==> config.mk <==
export PLATFORM = sky130hd
export DESIGN_NAME = timing_mem_loader
export DESIGN_NICKNAME = d
export VERILOG_FILES = /design/src/rtl/timing_mem_loader.sv
export SDC_FILE = /design/constraint.sdc
export NUM_CORES = 1
export LEC_CHECK = 0
export ABC_AREA = 1
export BUFFER_PORTS_ARGS = -buffer_cell sky130_fd_sc_hd__buf_2
export CORE_ASPECT_RATIO = 1.2
export CORE_MARGIN = 5
export CORE_UTILIZATION = 51
export DETAILED_ROUTE_END_ITERATION = 7
export GPL_ROUTABILITY_DRIVEN = 0
export PLACE_DENSITY = 0.78
export SETUP_SLACK_MARGIN = 0.2
export SLEW_MARGIN = 20
export SYNTH_ARGS = -nofsm -noshare
export SYNTH_HDL_FRONTEND = slang
export SYNTH_SLANG_ARGS = --single-unit
export TNS_END_PERCENT = 1
==> constraint.sdc <==
create_clock -name clk_i -period 2.05 [get_ports clk_i]
set_clock_uncertainty 0.2 [all_clocks]
set_input_delay 0.41 -clock clk_i [delete_from_list [all_inputs] [get_ports clk_i]]
set_output_delay 0.41 -clock clk_i [all_outputs]
set_load 0.02 [all_outputs]
==> src/rtl/timing_mem_loader.sv <==
// rtl/timing_mem_loader.sv - streams host words into the timing core's timestamp/active-pixel memories
module timing_mem_loader (
    input  logic        clk_i,
    input  logic        rst_i,
    input  logic        update_mem_i,
    input  logic [9:0]  points_per_line_i,
    input  logic [2:0]  mem_last_i,
    input  logic        abort_i,
    input  logic [16:0] s_data_i,
    input  logic        s_valid_i,
    output logic        s_ready_o,
    output logic        load_req_o,
    output logic [8:0]  waddr_o,
    output logic [16:0] wdata_o,
    output logic        we_o,
    output logic [2:0]  memory_selector_o,
    output logic        mem_updated_o,
    output logic        busy_o,
    output logic        missed_o
);

    typedef enum logic [1:0] {S_IDLE, S_LOAD, S_FLUSH, S_ACK} state_t;

    state_t      state, state_nxt;
    logic        upd_prev;
    logic        upd_edge;
    logic [8:0]  last_addr, addr_cnt;
    logic [2:0]  last_sel, sel_cnt;
    logic        beat;
    logic        addr_wrap;
    logic        last_beat;

    assign upd_edge  = update_mem_i & ~upd_prev;
    assign beat      = (state == S_LOAD) & s_valid_i & ~abort_i;
    assign addr_wrap = (addr_cnt == last_addr);
    assign last_beat = addr_wrap & (sel_cnt == last_sel);

    always_comb begin
        state_nxt     = state;
        s_ready_o     = 1'b0;
        load_req_o    = 1'b0;
        mem_updated_o = 1'b0;
        busy_o        = 1'b1;
        case (state)
            S_IDLE: begin
                busy_o = 1'b0;
                if (upd_edge) state_nxt = S_LOAD;
            end
            S_LOAD: begin
                load_req_o = 1'b1;
                s_ready_o  = ~abort_i;
                if (abort_i)                state_nxt = S_IDLE;
                else if (beat && last_beat) state_nxt = S_FLUSH;
            end
            S_FLUSH: begin
                state_nxt = abort_i ? S_IDLE : S_ACK;
            end
            S_ACK: begin
                // An abort landing on the ack cycle suppresses the acknowledge.
                mem_updated_o = ~abort_i;
                state_nxt     = S_IDLE;
            end
            default: state_nxt = S_IDLE;
        endcase
    end

    always_ff @(posedge clk_i) begin
        if (rst_i) begin
            state             <= S_IDLE;
            upd_prev          <= 1'b0;
            last_addr         <= 9'd0;
            last_sel          <= 3'd0;
            addr_cnt          <= 9'd0;
            sel_cnt           <= 3'd0;
            waddr_o           <= 9'd0;
            wdata_o           <= 17'd0;
            we_o              <= 1'b0;
            memory_selector_o <= 3'd0;
            missed_o          <= 1'b0;
        end else begin
            state    <= state_nxt;
            upd_prev <= update_mem_i;
            we_o     <= beat;
            if (state == S_IDLE && upd_edge) begin
                last_addr <= (points_per_line_i > 10'd511) ? 9'd511 : points_per_line_i[8:0];
                last_sel  <= mem_last_i;
                addr_cnt  <= 9'd0;
                sel_cnt   <= 3'd0;
                missed_o  <= 1'b0;
            end else if (state != S_IDLE && upd_edge) begin
                missed_o  <= 1'b1;
            end
            if (beat) begin
                waddr_o           <= addr_cnt;
                wdata_o           <= s_data_i;
                memory_selector_o <= sel_cnt;
                if (addr_wrap) begin
                    addr_cnt <= 9'd0;
                    sel_cnt  <= sel_cnt + 3'd1;
                end else begin
                    addr_cnt <= addr_cnt + 9'd1;
                end
            end
        end
    end

endmodule

==> impl_results.md, run 1 <==
- Status: completed
- Top cells by area, synth: dfxtp_1 (47%), o21ai_0 (9.0%), nand2_1 (8.7%)
- Initial DRT Pass Iterations: 4
- Largest net degree at the start of global routing: 53
- Starting density of the core: 51.6%
- Most common cell after layout, fill and taps aside: buf_2
- Final ANT Viol Nets: 0
- Iteration-0 DRC Markers: 137
- Most frequent cells in the layout: buf_2 (69), nand2_1 (58), dfxtp_1 (58)
- Inserted Clock Buffers: 9
- Remaining DRCs: 0
- Pwr Total: 0.00284 W
- Setup WS post-layout: 0.248 ns
- Peak supply drop: 0.000450 V
- CP max FO: 5
- Initial antenna violation count: 0
- Pwr/cell area: 912 mW/mm2
- Multi-input gate area: 0.00111 mm2
- Syn Inst Count: 342
- Hold-fix buffers at CTS: 0
- Slew HR: 75.6%
- Die area: 0.00639 mm2
- Period minus WS final: 1.80 ns
- # IOs: 70
- Die W: 73.8 um
- Layout area overhead: 24.7%
- #FFs+latches synth: 58
- Pre-CTS setup slack: 0.227 ns
- Yosys top cell area share: 46.6%
- Startpoint Class: register
- Worst-path clk slew: 0.07 ns
- Placed cell count: 459
- First-pass GRT wire length: 9710 um
- Final nets: 447
- GRT Util Overall: 19.7%
- ANT cells: 0
- Core ar.: 0.00483 mm2
- Warnings from Yosys: 0
- Drt wl/cell: 12.5 um
- Worst Path Arrival: 1.19 ns
- Clock latency on the worst-skew pair: 0.34 ns
- Final Non-Filler Cells: 475
- Hold/Removal Path Class: input pin to register
- Clock sink count: 58
- Setup TNS: 0 ns
- Clock tree root driver cell: clkbuf_8
- Filler instances: 430
- Via density: 4.97
- Post-route clock period utilization: 87.9%
- Final Hold Viols: 0
- Slew @ Worst Pin: 0.365 ns
- Average size of a mapped cell: 7.29 um2
- Max Slew Vio Count: 0
- Cell variety after synth: 27
- Die height: 86.6 um
- Biggest area consumer among synthesized cells: dfxtp_1
- Vias in the first global route: 2217
- Unrepaired setup endpoints after global routing: true
- Lkg Pwr: 1.41 nW
- Worst Path Required: 1.44 ns
- Hold WS: 0.104 ns
- PortBufs: 69
- Routed vias: 2359
- Hpwl dp: 4120 um
- CTS max path bufs: 2
- Layout cells sized above 1: 25.3%
- Gr ovfl total: 0
- CTS H-tree depth: 3
- CTS tree: done
- Sequential fraction of the synthesis area: 46.6%
- Synthesized Nets: 379
- Crit end category: output pin
- Setup violators final: 0
- Site row count: 28
- Drt total wl: 5920 um
- Post-Syn Area: 0.00249 mm2
- Max-Cap Viols: 0
- WS Path Type: register to output pin
- Seq. cell area: 0.00116 mm2
- Achievable frequency: 555 MHz
==> final timing paths <==
kind / end / cells after the start / slack, ns / start
setup / recovery: s_ready_o / 5 / 0.25 / state[0]
hold / removal: upd_prev / 3 / 0.10 / update_mem_i
setup reg to reg: addr_cnt[0] / 9 / 0.32 / state[0]
hold reg to reg: last_sel[1] / 2 / 0.27 / last_sel[1]
==> cell type report <==
cell class | count | area share (%)
flip-flops and latches | 58 | 37.3
multi-input cells | 234 | 35.8
repair buffers | 73 | 12.1
clock buffers | 11 | 4.87
inverters | 34 | 4.31
clock inverters | 5 | 3.22
well taps | 60 | 2.41
==> per-stage QoR <==
stage / util [%] / cell area, um2
2_1_floorplan: - / 2490
6_report: 64.3 / 3110
3_5_place_dp: 59.1 / 2860
4_1_cts: 64.3 / 3110
3_3_place_gp: 59.1 / 2860
5_1_grt: 64.3 / 3110
==> registers in the layout, summed over array words and instances (netlist names), 2 cells and up <==
signal and flops:
memory_selector_o 3, waddr_o 9, last_addr 9, last_sel 3, state 2, sel_cnt 3, wdata_o 17, addr_cnt 9
==> layer usage <==
| layer | vias to the layer above | wire length (um) | part of all wire [%] | track usage, % |
|---|---|---|---|---|
| met5 | - | 0 | 0 | 0 |
| met2 | 69 | 2820 | 48 | 33.5 |
| met3 | 9 | 450 | 7.6 | 5.92 |
| met4 | 0 | 93 | 1.6 | 8.24 |
| li1 | 1243 | - | - | - |
| met1 | 1038 | 2560 | 43 | 22.4 |
==> repair_timing <==
item / in CTS / in global routing
endpoints found under the setup margin: 0 / 12
buffers inserted: 0 / 0
gates resized for setup: 0 / 1
==> power by group <==
group | switching [W] | internal (W)
logic | 0.000198 | 0.000111
registers | 0.0000264 | 0.00118
clock network | 0.000454 | 0.000869
==> worst max-delay path, stage by stage (launching register included) <==
cell and delay (ns):
dfxtp_1 0.37, inv_2 0.05, nor2_2 0.09, nand2_1 0.07, clkinv_2 0.10, buf_2 0.17
==> cells by family (layout without fill, tap and decap cells) <==
group	after synthesis	in the layout	synth area share [%]
simple gates	145	145	24.7
fa+ha+maj	2	2	1.00
compound gates	81	81	16.7
flops	58	58	46.6
buf+inv	50	123	8.93
xor+xnor	6	6	2.11
==> cell usage after synthesis <==
library cell,instances
clkbuf_1,8
nor2_1,53
nor3_1,5
buf_1,1
buf_4,3
inv_2,4
nand2_4,1
nand4_1,4
buf_2,2
nor2_2,4
nand2_2,1
dfxtp_1,58
nand3_1,16
xnor2_1,6
nand2_1,58
o21ai_0,45
o211ai_1,1
nor2_4,1
a211oi_1,3
nand3_2,1
buf_6,2
ha_1,2
clkinv_2,1
or2_2,1
inv_1,28
inv_6,1
a21oi_1,32
No activity file was read; power rests on OpenSTA's default activity.
==> run 2: changes to the inputs <==
- CORE_UTILIZATION: 51 -> 46
- PLACE_DENSITY: 0.78 -> 0.75
- clock period: 2.05 -> 1.6 ns (I/O delays scaled with it)
==> impl_results.md, run 2 (same netlist as run 1, synthesis figures left out) <==
- Hold-fix buffers at CTS: 0
- PortBufs: 69
- Hold WS: 0.0318 ns
- Site row count: 29
- Peak supply drop: 0.000690 V
- Setup TNS: -0.00269 ns
- Critical path origin: state[1]
- Final nets: 465
- GRT Util Overall: 17.4%
- Worst-path clk slew: 0.06 ns
- Most frequent cells in the layout: buf_2 (67), nand2_1 (56), nor2_1 (51), dfxtp_1 (51), o21ai_0 (41)
- RR Startpoint: state[0]
- Met3 Track Usage GR: 6.79%
- Inserted Clock Buffers: 9
- Worst setup path endpoint: busy_o
- Max stage delay on crit path: 0.34 ns
- CTS tree: done
- Hold/Removal Path Class: input pin to register
- Clock latency on the worst-skew pair: 0.33 ns
- Worst Path Required: 1.08 ns
- Layout area overhead: 34.0%
- Largest net degree at the start of global routing: 41
- Met2 GRT Util: 28.9%
- Violated checks: setup timing
- Layout cells sized above 1: 32.3%
- Remaining DRCs: 0
- Critical Path Stages: 3
- Vias in the first global route: 2307
- Core ar.: 0.00526 mm2
- CTS max path bufs: 2
- Worst Path Arrival: 1.08 ns
- Die W: 77.2 um
- Drt total wl: 6110 um
- Max-Cap Viols: 0
- CP max FO: 4
- Pwr/cell area: 939 mW/mm2
- Final ANT Viol Nets: 0
- Lkg Pwr: 1.49 nW
- Number of flip-flops in the largest register: 17
- Most common cell after layout, fill and taps aside: buf_2
- Final Hold Viols: 0
- Period minus WS final: 1.60 ns
- Critical-path cell list: nor2_1 > inv_2 > buf_2
- Die area: 0.00700 mm2
- RR Endpoint: addr_cnt[0]
- Setup violators final: 1
- Status: finished, violations left
- Routing usage on met1: 20.5%
- Fin area: 0.00334 mm2
- Routed vias: 2479
- Via density: 5.01
- Unrepaired setup endpoints after global routing: true
- Achievable frequency: 624 MHz
- CTS H-tree depth: 3
- Initial antenna violation count: 0
- Post-layout util: 63.5%
- First-pass GRT wire length: 10000 um
- Placed cell areas: 0.00303 mm2
- Initial DRT Pass Iterations: 4
- Setup WS post-layout: -0.00269 ns
- Crit-path leading delay family: flip-flops
- Clock tree root driver cell: clkbuf_8
- # IOs: 70
- Hpwl dp: 4200 um
- ANT cells: 0
- Most used routing layer: met2
- Max Slew Vio Count: 0
- Drt wl/cell: 12.3 um
- Die height: 90.7 um
- Register-to-Register Path Depth: 9
- Highest-delay cell along the critical path: dfxtp_2
- Iteration-0 DRC Markers: 114
- Crit path buf inv count: 2
- Clock sink count: 58
- Slew @ Worst Pin: 0.277 ns
- Starting density of the core: 47.4%
- Crit end category: output pin
- Gr ovfl total: 0
- Reg with most FFs: wdata_o
- Post-route clock period utilization: 100%
- Startpoint Class: register
- Slew HR: 81.4%
- WS Path Type: register to output pin
- Reg-to-reg setup timing slack: 0.08 ns
run 2: cell count changes in the layout (fill, tap and decap cells not counted), moves of 3 or more:
cell       delta
dfxtp_2       +5
buf_4        +10
dfxtp_1       -7
o21ai_1       +3
buf_12        +3
bufinv_16     -3
nand3_1       -4
nand3_2       +4
clkbuf_1      +3
buf_6         +4
o21ai_0       -4
nor2_4        +4
run 2: cell type report:
class                   count  area, um2
multi-input cells         235       1210
repair inverters            1       8.76
repair buffers             89        561
clock buffers              13        149
well taps                  62       77.6
flip-flops and latches     58       1170
inverters                  34        148
clock inverters             3       15.0
fillers                   488       1920
run 2: stage by stage:
| step | total power, W | worst slack [ns] | cells |
|---|---|---|---|
| floorplan | 0.00185 | 0.133 | 342 |
| global placement | 0.00200 | -0.0157 | 476 |
| detailed placement | 0.00201 | -0.0637 | 476 |
| CTS | 0.00315 | -0.00422 | 493 |
| global route | 0.00330 | -0.0619 | 495 |
| finish | 0.00314 | -0.00269 | 495 |
run 2: repair_timing:
action	CTS	global route
gates resized for setup	29	10
pin swaps	13	4
setup buffers	1	0
endpoints found under the setup margin	57	62
cloned	0	2
run 2: routing by layer:
layer  routed length [um]  up-vias
met2                 2880       78
met5                    0        -
met1                 2660     1116
met4                   72        0
li1                     -     1277
met3                  501        8
run 2: worst min path at each step:
| stage | startpoint | endpoint | cells past startpoint |
|---|---|---|---|
| 6_report | s_data_i[6] | wdata_o[6] | 3 |
| 5_1_grt | s_data_i[8] | wdata_o[8] | 3 |
| 4_1_cts | s_data_i[6] | wdata_o[6] | 3 |
| 3_5_place_dp | last_sel[2] | last_sel[2] | 2 |
| 3_3_place_gp | memory_selector_o[2] | memory_selector_o[2] | 2 |
| 2_1_floorplan | update_mem_i | upd_prev | 2 |
run 2: power by group:
| part | internal, W | switching [W] | total (W) |
|---|---|---|---|
| clock | 0.000597 | 0.000533 | 0.00113 |
| sequential | 0.00151 | 0.0000332 | 0.00154 |
| combinational | 0.000190 | 0.000279 | 0.000469 |
run 2: worst reg2reg max path, stage by stage (launching register included):
cell	delay (ns)
dfxtp_2	0.33
inv_2	0.08
nor2_4	0.04
nand2_2	0.08
clkinv_4	0.08
nand2_8	0.13
clkinv_8	0.11
nor2_4	0.15
o21ai_0	0.10
a21oi_1	0.15
==> run 3: changes to the inputs <==
--- a/config.mk
+++ b/config.mk
@@ -7,3 +7,3 @@
 export LEC_CHECK = 0
-export ABC_AREA = 1
+export ABC_AREA = 0
 export BUFFER_PORTS_ARGS = -buffer_cell sky130_fd_sc_hd__buf_2
@@ -15,3 +15,3 @@
 export PLACE_DENSITY = 0.75
-export SETUP_SLACK_MARGIN = 0.2
+export SETUP_SLACK_MARGIN = 0.4
 export SLEW_MARGIN = 20
--- a/constraint.sdc
+++ b/constraint.sdc
@@ -4,2 +4,2 @@
 set_output_delay 0.32 -clock clk_i [all_outputs]
-set_load 0.02 [all_outputs]
+set_load 0.05 [all_outputs]
==> impl_results.md, run 3 <==
- Top_reg_cell synth: dfxtp_1
- Achievable frequency: 560 MHz
- Average size of a mapped cell: 8.25 um2
- #FFs+latches synth: 58
- Hold/Removal Path Class: input pin to register
- Worst Path Arrival: 1.27 ns
- Clock latency on the worst-skew pair: 0.34 ns
- Most common cell after layout, fill and taps aside: nand2_1
- Worst-path clk slew: 0.06 ns
- Critical-path cell list: buf_6 > nor3b_4 > buf_4 > buf_8
- EDFF count, synth: 0
- Period minus WS final: 1.79 ns
- Initial DRT Pass Iterations: 4
- Status: finished, violations left
- Via density: 5.04
- Fin area: 0.00371 mm2
- WS Path Type: register to output pin
- Pre-CTS setup slack: -0.177 ns
- Setup TNS: -1.70 ns
- First-pass GRT wire length: 10300 um
- Max Slew Vio Count: 0
- Max stage delay on crit path: 0.33 ns
- Routed vias: 2285
- Reg with most FFs: wdata_o
- Most common cell in the netlist: nand2_1
- Setup WS post-layout: -0.187 ns
- Remaining DRCs: 0
- Unrepaired setup endpoints after global routing: true
- GRT Util Overall: 20.5%
- Initial antenna violation count: 0
- Pwr/cell area: 909 mW/mm2
- Crit end category: output pin
- Vias in the first global route: 2359
- Number of flip-flops in the largest register: 17
- Drt total wl: 6510 um
- Worst Path Required: 1.08 ns
- Final Non-Filler Cells: 453
- Warnings from Yosys: 0
- Slew @ Worst Pin: 0.301 ns
- Final ANT Viol Nets: 0
- Placed cell areas: 0.00299 mm2
- CTS H-tree depth: 3
- Hpwl dp: 4130 um
- Die W: 75.6 um
- Largest net degree at the start of global routing: 31
- Cell variety after synth: 32
- PortBufs: 69
- Final Hold Viols: 0
- Site row count: 28
- Die area: 0.00671 mm2
- Post-route clock period utilization: 112%
- ANT cells: 0
- Lkg Pwr: 1.45 nW
- Syn Inst Count: 288
- Inserted Clock Buffers: 9
- Core ar.: 0.00497 mm2
- Peak supply drop: 0.000672 V
- Starting density of the core: 47.8%
- Synthesized Nets: 325
- Synth async-reset ratio: 0%
- Layout cells sized above 1: 47.6%
- Most frequent cells in the layout: nand2_1 (75), buf_2 (34), dfxtp_1 (32)
- Clock sink count: 58
- Drt wl/cell: 14.4 um
- CTS max path bufs: 2
- Max-Cap Viols: 0
- Crit path buf inv count: 3
- Commonest cells post-synth: nand2_1 (75), dfxtp_1 (58), a21oi_1 (37)
- Layout area overhead: 56.3%
- CP max FO: 5
- Sequential fraction of the synthesis area: 48.8%
- Biggest area consumer among synthesized cells: dfxtp_1
- Highest-delay cell along the critical path: dfxtp_2
- Post-Syn Area: 0.00238 mm2
- Violated checks: setup timing
- Placed cell count: 434
- Iteration-0 DRC Markers: 82
- Setup violators final: 38
- Clock tree root driver cell: clkbuf_8
- Startpoint Class: register
- Top cells by area, synth: dfxtp_1 (49%), nand2_1 (12%), a21oi_1 (7.8%)
- Crit-path leading delay family: buffers and inverters
- Gr ovfl total: 0
- Die height: 88.8 um
- Slew HR: 79.9%
- Yosys top cell area share: 48.8%
- CTS tree: done
- # IOs: 70
- Final nets: 426
## run 3: worst register-to-register path: stages, from the launching register on
cell and delay, ns:
dfxtp_2 0.33, buf_6 0.13, nor3b_4 0.19, buf_4 0.14, and2_4 0.13, buf_8 0.12, nand4_1 0.12, xor2_1 0.19
nor2_1 0.07
## run 3: area by class of cell
type                    count  area, um2
clock buffers              13        169
clock inverters             2       35.0
fillers                   343       1260
inverters                   2       7.51
multi-input cells         208       1270
flip-flops and latches     58       1190
well taps                  60       75.1
repair buffers            110        966
## run 3: through the flow
stage / hold slack [ns] / utilization, % / power, W
final: 0.00829 / 74.7 / 0.00338
after global routing: 0.0167 / 74.7 / 0.00351
after CTS: 0.00151 / 72.6 / 0.00337
after detailed placement: 0.244 / 60.1 / 0.00193
after global placement: 0.239 / 60.1 / 0.00192
after floorplan: 0.248 / - / 0.00179
## run 3: report_power, final
part           internal (W)  switching [W]
combinational      0.000212       0.000248
clock              0.000836       0.000553
sequential          0.00149      0.0000370
total               0.00254       0.000838
## run 3: what timing repair did
action | 4_1_cts | 5_1_grt
setup buffers | 1 | 0
endpoints found under the hold margin | 3 | 0
hold buffers | 3 | 0
setup endpoints to repair | 92 | 92
gates resized for setup | 121 | 28
pin swaps | 17 | 8
## run 3: cells by family after synthesis
kind of cell / share of synthesized area, %
adders and majority gates: 1.05
AOI/OAI and AO/OA: 10.1
buffers and inverters: 4.74
muxes: 0.474
DFF: 48.8
xor gates and xnor gates: 6.95
and+or+nand+nor: 27.8
## run 3: path summary, 6_finish.rpt
path / slack (ns) / from / to / cells past startpoint
max reg2reg: -0.13 / state[1] / addr_cnt[3] / 8
min reg2reg: 0.27 / wdata_o[8] / wdata_o[8] / 2
max: -0.19 / state[1] / s_ready_o / 4
min: 0.008 / s_data_i[0] / wdata_o[0] / 3
## run 3: layer usage
layer | vias to the layer above | wire (um) | GRT usage, %
li1 | 1152 | - | -
met4 | 0 | 158 | 10.8
met1 | 1057 | 2600 | 21.8
met5 | - | 0 | 0
met2 | 62 | 3410 | 36.5
met3 | 14 | 334 | 5.11
